===== config.mk =====
export PLATFORM = sky130hd
export DESIGN_NAME = sccb_init_sequencer
export DESIGN_NICKNAME = d
export VERILOG_FILES = /design/src/rtl/sccb_init_sequencer.sv
export SDC_FILE = /design/constraint.sdc
export NUM_CORES = 1
export LEC_CHECK = 0
export ABC_AREA = 1
export CELL_PAD_IN_SITES_DETAIL_PLACEMENT = 1
export CELL_PAD_IN_SITES_GLOBAL_PLACEMENT = 1
export CORE_MARGIN = 2
export CORE_UTILIZATION = 45
export CTS_BUF_LIST = sky130_fd_sc_hd__clkbuf_4 sky130_fd_sc_hd__clkbuf_8
export DETAILED_ROUTE_END_ITERATION = 8
export PLACE_DENSITY_LB_ADDON = 0.1
export SLEW_MARGIN = 10
export SYNTH_ARGS = -nofsm -noshare
export SYNTH_HDL_FRONTEND = slang
export SYNTH_SLANG_ARGS = --single-unit
export TNS_END_PERCENT = 100

===== constraint.sdc =====
create_clock -name clk -period 14.02 [get_ports clk]
set_clock_uncertainty 0.2 [all_clocks]
set_input_delay 3.505 -clock clk [delete_from_list [all_inputs] [get_ports clk]]
set_output_delay 3.505 -clock clk [all_outputs]
set_load 0.05 [all_outputs]

===== src/rtl/sccb_init_sequencer.sv =====
// sccb_init_sequencer: walks a {addr, value} init ROM and issues SCCB writes with delays, NACK retry and error report
module sccb_init_sequencer #(
    parameter int ADDR_W     = 8,
    parameter int DATA_W     = 8,
    parameter int DEPTH      = 64,
    parameter int DELAY_UNIT = 1000,
    parameter int MAX_RETRY  = 3
) (
    input  logic                       clk,
    input  logic                       reset,
    input  logic                       start,
    output logic [$clog2(DEPTH)-1:0]   rom_addr,
    input  logic [ADDR_W+DATA_W-1:0]   rom_data,
    output logic                       cmd_valid,
    input  logic                       cmd_ready,
    output logic [ADDR_W+DATA_W-1:0]   cmd_data,
    input  logic                       rsp_valid,
    input  logic                       rsp_err,
    output logic                       busy,
    output logic                       done,
    output logic                       error,
    output logic [$clog2(DEPTH)-1:0]   err_index
);
    localparam int IW = $clog2(DEPTH);
    localparam int W  = ADDR_W + DATA_W;
    localparam int CW = $clog2((2**DATA_W - 1) * DELAY_UNIT + 1);
    localparam int RW = $clog2(MAX_RETRY + 2);
    localparam logic [ADDR_W-1:0] A_END = '1;
    localparam logic [ADDR_W-1:0] A_DLY = {{(ADDR_W-1){1'b1}}, 1'b0};

    typedef enum logic [2:0] {IDLE, FETCH, DECODE, SEND, WAIT_RSP, DELAY, DONE, ERROR} state_t;

    state_t          state_q, state_d;
    logic [IW-1:0]   index_q, index_d, err_q, err_d;
    logic [RW-1:0]   retry_q, retry_d;
    logic [CW-1:0]   cnt_q, cnt_d;
    logic [W-1:0]    data_q, data_d;
    logic            adv;
    logic            last;
    logic [ADDR_W-1:0] a_field;
    logic [DATA_W-1:0] v_field;

    assign a_field = rom_data[W-1 -: ADDR_W];
    assign v_field = rom_data[DATA_W-1:0];
    assign last    = index_q == IW'(DEPTH - 1);

    always_comb begin
        state_d = state_q;
        index_d = index_q;
        err_d   = err_q;
        retry_d = retry_q;
        cnt_d   = cnt_q;
        data_d  = data_q;
        adv     = 1'b0;
        case (state_q)
            IDLE, DONE, ERROR: if (start) begin
                state_d = FETCH;
                index_d = '0;
                retry_d = '0;
                err_d   = '0;
            end
            FETCH: state_d = DECODE;
            DECODE: begin
                if (a_field == A_END) state_d = DONE;
                else if (a_field == A_DLY && v_field != '0) begin
                    cnt_d   = CW'(v_field) * CW'(DELAY_UNIT);
                    state_d = DELAY;
                end else if (a_field == A_DLY) adv = 1'b1;
                else begin
                    data_d  = rom_data;
                    state_d = SEND;
                end
            end
            SEND: state_d = cmd_ready ? WAIT_RSP : SEND;
            WAIT_RSP: if (rsp_valid) begin
                if (!rsp_err) adv = 1'b1;
                else if (retry_q != RW'(MAX_RETRY)) begin
                    retry_d = retry_q + RW'(1);
                    state_d = SEND;
                end else begin
                    err_d   = index_q;
                    state_d = ERROR;
                end
            end
            DELAY: begin
                cnt_d = cnt_q - CW'(1);
                adv   = cnt_q == CW'(1);
            end
            default: state_d = IDLE;
        endcase
        // Table runs off the end without END marker: finish at the last slot
        if (adv) begin
            retry_d = '0;
            state_d = last ? DONE : FETCH;
            index_d = last ? index_q : index_q + IW'(1);
        end
    end

    always_ff @(posedge clk) begin
        if (reset) begin
            state_q <= IDLE;
            index_q <= '0;
            err_q   <= '0;
            retry_q <= '0;
            cnt_q   <= '0;
            data_q  <= '0;
        end else begin
            state_q <= state_d;
            index_q <= index_d;
            err_q   <= err_d;
            retry_q <= retry_d;
            cnt_q   <= cnt_d;
            data_q  <= data_d;
        end
    end

    assign rom_addr  = index_q;
    assign cmd_valid = state_q == SEND;
    assign cmd_data  = data_q;
    assign busy      = !(state_q inside {IDLE, DONE, ERROR});
    assign done      = state_q == DONE;
    assign error     = state_q == ERROR;
    assign err_index = err_q;
endmodule


==> results.cfg <==
[status]
run_status = complete, no violations

[setup_path]
critical_path_endpoint_category = register
worst_path_max_delay_cell = fa_1
crit_arrival_ps = 7640
cp_top_family = adder cells
cp_common_cell = fa_1
path_buf_inv = 4
critical_path.cell_chain = clkdlybuf4s50_1 -> fa_1 -> inv_1 -> fa_1 -> fa_1 -> fa_1 -> inv_1 -> ha_1 -> nand2_1 -> a21oi_1 -> nor2_1 -> nand2_1 -> or2_2 -> nand3_1 -> nand3_1 -> nand2_1 -> inv_1
slowest_stage_delay_cp_ps = 630
start_kind = primary input
timing.critical_path.fanout_max = 8
worst-endpoint-required_ps = 14070
path_class = in2reg

[hold_path]
timing.hold.worst.class = reg2reg

[pwr]
leakage_uw = 0.00241
worst_vdd_ir_uv = 75.9
power-per-cell-area_nw_per_um2 = 157

[layout]
final_layout_size_suffix_gt1_frac = 0.0437
fin_cells = 819
final_util = 0.534
final_net_count = 776
syn2layout_area_growth_pct = 16.8
n_antenna_cell = 0

[die]
die_h_um = 103
die_area_um2 = 10600
pin_count = 54
rows = 36
x_dimension_of_the_die_um = 103
core-area_um2 = 9640
floorplan.initialDensity = 0.457

[synth]
syn_avg_cell_area_um2 = 6.91
synth_seq_area_share = 0.236
yosys.cell_count.top_type = nand2_1
synth_enable_flop_cells = 0
ys_types = 32
post_synth_instance_area_um2 = 4410
synth-warning-count = 0
yosys.area.top_type_share = 0.236
synth_seq_cells = 52
ys_top_cells_by_area = dfxtp_1 24%, ha_1 14%, nand2_1 11%, fa_1 9.5%, nand3_1 7.8%
postSynth.topFlopCell = dfxtp_1
synth_commonest_cells = 129 x nand2_1, 84 x inv_1, 73 x nor2_1, 69 x nand3_1, 59 x a21oi_1
synthArstFlopShare = 0
syn_nets = 729
synthesis.instances = 638
yosys.area.top_type = dfxtp_1

[job]
timing.max_cap.violations = 0

[sta]
worst_slew_slack_as_a_fraction_of_its_limit = 0.363
final_hold_viol_count = 0
post-route-min-period_ps = 7590
setup-tns-final_ps = 0
fmaxAchievable_mhz = 132
period_share = 0.542
finalMaxSlewViolations = 0
timing_worst_slew_pin_value_ps = 952
setup_viol_count_final = 0
grt_setup_unrepaired = no

[global_routing]
grt_pass1_vias = 4423
global_route_wire_length_before_repair_mm = 21.2
groute.usage.overall = 0.252
grt_overflow_total = 0
grt_max_degree = 34
antenna_found_initial = 0

[routing]
drt-vias-per-instance = 5.25
drt_iter0_drc = 103
drt_pass1_iterations = 4
detailroute.via_count = 4299
drt_drc_violations_left = 0
route.detailed.wl_per_inst_um = 15.2
drt.antenna.violating_nets = 0
route.final.wire_length_mm = 12.4

[cts]
post_cts_hold_buffer_count = 0
cts_inserted_buffers = 5
root_buffer = clkbuf_8
cts_tree = yes
worstSkewPairLatency_ps = 340
cts.sink_count = 52
postCtsSetupBuffers = 0
path_clk_slew_ps = 110
cts_repair_resize_count = 0
ctsLongestPathBuffers = 2
ctsHtreeMaxLevel = 2

[place]
place_inst = 811
gpl.final_weighted_congestion = 0.862
io_buffers = 53
dp_hpwl_mm = 9.90
## tightest hold or removal path: stages, from the launching register on
cell and delay (ps):
dfxtp_1 320, nand2_1 60, a21oi_1 50
## cell usage in the layout, fill, tap and decap left out, types with 10 or more instances in the layout
master,netlist,layout
nand2_1,129,129
clkdlybuf4s50_1,0,53
inv_1,84,84
o21ai_0,29,29
ha_1,48,48
fa_1,21,21
nor2_1,73,73
dfxtp_1,52,52
nand3_1,69,69
nand4_1,13,13
a21oi_1,59,59
xor2_1,10,10
## through the flow
step	cell area, um2	setup WS (ps)	power, uW	hold slack [ps]
2_1_floorplan	4410	7050	576	246
3_5_place_dp	5050	6080	719	255
3_3_place_gp	5050	6190	691	249
4_1_cts	5140	6430	818	269
6_report	5140	6430	809	267
5_1_grt	5140	6130	903	288
## where the power goes
part | leakage (uW) | internal (uW) | switching [uW]
clock | 0.0000463 | 36.8 | 60.2
sequential | 0.000421 | 168 | 18.7
combinational | 0.00194 | 181 | 345
## logic make-up after synthesis
logic type / after synthesis / share of synthesized area
flops: 52 / 0.236
simple gates: 302 / 0.298
buf+inv: 104 / 0.0914
xor+xnor: 12 / 0.0238
compound gates: 99 / 0.119
fa+ha+maj: 69 / 0.232
## registers in the layout, indices dropped and copies added, names as in the netlist
register	count
cmd_data	16
state_q	3
retry_q	3
cnt_q	18
err_index	6
rom_addr	6
## worst paths after layout
path | from | to | slack [ps] | cells after the start
worst min register to register | cmd_data[7] | cmd_data[7] | 270 | 2
worst max-delay path | rom_data[1] | cnt_q[11] | 6430 | 17
worst max register to register | state_q[0] | cnt_q[17] | 11360 | 5
worst min-delay path | cmd_data[7] | cmd_data[7] | 270 | 2
## layout make-up
| cell class | instances | area [um2] |
|---|---|---|
| clock buffers | 5 | 68.8 |
| clock inverters | 3 | 27.5 |
| fillers | 1306 | 4490 |
| inverters | 90 | 340 |
| multi-input cells | 482 | 2960 |
| flip-flops and latches | 52 | 1040 |
| well taps | 133 | 166 |
| repair buffers | 54 | 538 |
## layer usage
metal | vias to the layer above | GRT usage | share of wire
met5 | - | 0 | 0
met4 | 0 | 0.0698 | 0.016
met3 | 13 | 0.0278 | 0.025
met2 | 59 | 0.463 | 0.50
met1 | 2069 | 0.311 | 0.45
li1 | 2158 | - | -
Note: power is estimated with default switching activity, not from simulation.
==> patch 1, RTL diff (same settings) <==
Change the parameter `DEPTH` from 64 to 256.
--- a/src/rtl/sccb_init_sequencer.sv
+++ b/src/rtl/sccb_init_sequencer.sv
@@ -3,5 +3,5 @@
     parameter int ADDR_W     = 8,
     parameter int DATA_W     = 8,
-    parameter int DEPTH      = 64,
+    parameter int DEPTH      = 256,
     parameter int DELAY_UNIT = 1000,
     parameter int MAX_RETRY  = 3
Ports: changed (resized err_index and rom_addr); port bits go from 54 to 58. The function was not compared with the original's and may differ.
==> patch 1 against the unedited design <==
  * Combinational power up 4.4%
  * Final area grew 4.4%
  * Non-clock buffer count rose by 4
  * Sequential cell count rose by 4
  * Clock power rose by 5%
  * Count of clock-buffer cells in the layout did not move
  * Critical endpoint is now cnt_q[15]
  * Area after synthesis is 4.5% higher
  * Register-to-register slack lost 0.30 ns
  * Setup slack better by 0.087 ns
  * Wire length increased by 5.4%
  * Die area grew 4.3%
  * Power is 5.5% higher
  * First-iteration DRC count increased by 100%
==> patch 1: results (changes against the unedited design) <==
{| class="wikitable"
! Metric !! Value
|-
| Result of the run || complete, no violations (unchanged)
|-
| First-pass GRT wire length || 22500 um (was 21200 um)
|-
| Post-synthesis sequential area ratio || 0.243 (was 0.236)
|-
| Net Count, Synth || 757 (was 729)
|-
| Total number of vias || 4490 (was 4299)
|-
| R2R depth || 9 (was 5)
|-
| Hold slack final || 0.274 ns (was 0.267 ns)
|-
| Reg2reg setup slack || 11.06 ns (was 11.36 ns)
|-
| Share of power burned in combinational logic || 0.643 (was 0.650)
|-
| Number of port buffers || 57 (was 53)
|-
| Routed len/inst || 15.4 um (was 15.2 um)
|-
| Most common library cells after synthesis || nand2_1 (153), inv_1 (82), nor2_1 (77) (was nand2_1 (129), inv_1 (84), nor2_1 (73))
|-
| Crit-path max FO || 6 (was 8)
|-
| Setup Slack @ Placement || 6.16 ns (was 6.08 ns)
|-
| Crit path capture || cnt_q[15] (was cnt_q[11])
|-
| Start point of the critical path || rom_data[5] (was rom_data[1])
|-
| Number of global-route vias before repair || 4687 (was 4423)
|-
| Worst EP arrival || 7.58 ns (was 7.64 ns)
|-
| Setup slack of the critical path after layout || 6.51 ns (was 6.43 ns)
|-
| Sink of the worst hold path || cmd_data[15] (was cmd_data[7])
|-
| Static leakage power || 2.53 nW (was 2.41 nW)
|-
| Routability Congestion || 0.853 (was 0.862)
|-
| Maximum VDD drop || 0.0644 mV (was 0.0759 mV)
|-
| Filler instances || 1321 (was 1306)
|-
| Top post-synthesis cells by area || dfxtp_1 (24%), ha_1 (13%), nand2_1 (12%) (was dfxtp_1 (24%), ha_1 (14%), nand2_1 (11%))
|-
| Cell internal power dissipation || 0.408 mW (was 0.386 mW)
|-
| Initial DRC count || 208 (was 103)
|-
| Slew HR || 0.399 (was 0.363)
|-
| Placed wire-length estimate || 10500 um (was 9900 um)
|-
| Number of nets in the layout || 806 (was 776)
|}
patch 1: changes by cell type after synthesis, moves of 3 or more:
cell     unedited run  this run
a31oi_1             0         3
xnor2_1             2         7
dfxtp_1            52        56
nand2_1           129       153
nor2_1             73        77
a21o_1              0         3
nand3_1            69        63
nor3_1              4         0
nand4_1            13         9
patch 1: final cells by class:
cell class / count / area share
repair buffers: 58 / 0.108
well taps: 133 / 0.0310
clock inverters: 3 / 0.00536
multi-input cells: 507 / 0.574
inverters: 87 / 0.0608
flip-flops and latches: 56 / 0.209
clock buffers: 5 / 0.0128
patch 1: cells by family after synthesis:
group	after synthesis	synth area share
simple gates	315	0.290
compound gates	108	0.129
buf+inv	103	0.0872
fa+ha+maj	69	0.222
flops	56	0.243
xor+xnor	15	0.0285
patch 1: stage by stage:
stage | std cells | total power, mW | cell area [sq um]
5_1_grt | 849 | 0.940 | 5370
4_1_cts | 849 | 0.857 | 5370
3_3_place_gp | 841 | 0.730 | 5270
2_1_floorplan | 666 | 0.608 | 4600
6_report | 849 | 0.854 | 5370
3_5_place_dp | 841 | 0.750 | 5270
patch 1: metal layers:
layer | up-vias | routed length [um] | share of wire | global-route usage
li1 | 2252 | - | - | -
met1 | 2156 | 6050 | 0.46 | 0.330
met2 | 70 | 6370 | 0.49 | 0.426
met3 | 12 | 573 | 0.044 | 0.0405
met4 | 0 | 116 | 0.0088 | 0.0429
met5 | - | 0 | 0 | 0
patch 1: worst max-delay path, cell delays in order:
cell and delay [ns]:
clkdlybuf4s50_1 0.68, inv_1 0.22, ha_1 0.33, inv_1 0.06, fa_1 0.55, fa_1 0.45
fa_1 0.51, inv_1 0.04, ha_1 0.36, nand2_1 0.14, o21ai_0 0.23, nand2_1 0.11
nand4_1 0.09, nand3_1 0.13, a21oi_1 0.15
==> patch 2, RTL diff (same settings) <==
Without the edit above. Make the reset (`reset`) asynchronous in one clocked block.
--- a/src/rtl/sccb_init_sequencer.sv
+++ b/src/rtl/sccb_init_sequencer.sv
@@ -97,5 +97,5 @@
     end
 
-    always_ff @(posedge clk) begin
+    always_ff @(posedge clk or posedge reset) begin
         if (reset) begin
             state_q <= IDLE;
Function: differs if reset is asserted again (counterexample within 4 cycles, from zero or initial values and one cycle with reset high); with reset held inactive, the same outputs for 10 cycles.
==> patch 2 against the unedited design <==
  * Area after synthesis grew 3.5%
  * Sequential cell count unchanged
  * Setup slack improved by 0.038 ns
  * Wire length decreased by 0.92%
  * Power rose by 22%
  * Final area up 2.7%
  * Sequential power up 39%
  * Die area increased by 3.3%
  * Critical path type unchanged
  * Largest power group unchanged
==> patch 2: results (changes against the unedited design) <==
{| class="wikitable"
! Metric !! Value
|-
| Result of the run || complete, no violations (unchanged)
|-
| Filler instances || 1297 (was 1306)
|-
| Inverters || 80 (was 90)
|-
| Top post-synthesis cells by area || dfrtp_1 (29%), nand2_1 (14%), ha_1 (13%) (was dfxtp_1 (24%), ha_1 (14%), nand2_1 (11%))
|-
| Routed len/inst || 15.6 um (was 15.2 um)
|-
| Multi-input gates || 465 (was 482)
|-
| Share of the synthesized netlist area taken by xor and xnor gates || 0.0134 (was 0.0239)
|-
| Total number of vias || 4123 (was 4299)
|-
| Area of the multi-input gates || 2880 sq um (was 2960 sq um)
|-
| Net Count, Synth || 699 (was 729)
|-
| Routability Congestion || 0.818 (was 0.862)
|-
| Length of routed met2 wiring || 6470 um (was 6280 um)
|-
| Slowest Stage Delay on Critical Path || 0.61 ns (was 0.63 ns)
|-
| Fraction of final layout cells with drive strength greater than 1 || 0.0486 (was 0.0437)
|-
| Global-route track usage on met2 || 0.455 (was 0.463)
|-
| Global-route met1 utilization || 0.293 (was 0.311)
|-
| Switching Fraction || 0.530 (was 0.523)
|-
| Pin count of the biggest net entering global routing || 53 (was 34)
|-
| Crit-path max FO || 7 (was 8)
|-
| First-pass GRT wire length || 21700 um (was 21200 um)
|-
| Adder-Cell Fraction of Synth Area || 0.224 (was 0.232)
|-
| Signal buf overhead || 0.102 (was 0.105)
|-
| Aggregate routed wire length || 12300 um (was 12400 um)
|-
| Multiplexer share of the synthesized area || 0.0211 (was 0)
|-
| Routed length on met1 || 5370 um (was 5650 um)
|-
| Post-synthesis sequential area ratio || 0.285 (was 0.236)
|}
==> patch 2: cell types whose count changed in the layout (fill, tap and decap cells not counted), moves of 6 or more <==
cell,delta
dfrtp_1,+52
dfxtp_1,-52
nand2_1,+43
a21oi_1,-41
nand3_1,-17
nand4_1,-7
inv_1,-6
==> patch 2: critical path, delay by kind of cell <==
kind | cells | cell delay [ns]
compound gates | 2 | 0.36
buf+inv | 3 | 0.70
fa+ha+maj | 5 | 2.52
simple gates | 6 | 0.48
==> patch 2: worst paths after layout <==
path | from | depth (start not counted) | slack (ns) | endpoint
max in group asynchronous | reset | 3 | 9.67 | cnt_q[16]
min reg2reg | cmd_data[6] | 2 | 0.30 | cmd_data[6]
max reg2reg | state_q[2] | 5 | 11.54 | cnt_q[8]
max | rom_data[1] | 16 | 6.46 | cnt_q[13]
min | cmd_data[6] | 2 | 0.30 | cmd_data[6]
min in group asynchronous | reset | 3 | 3.49 | cmd_data[10]
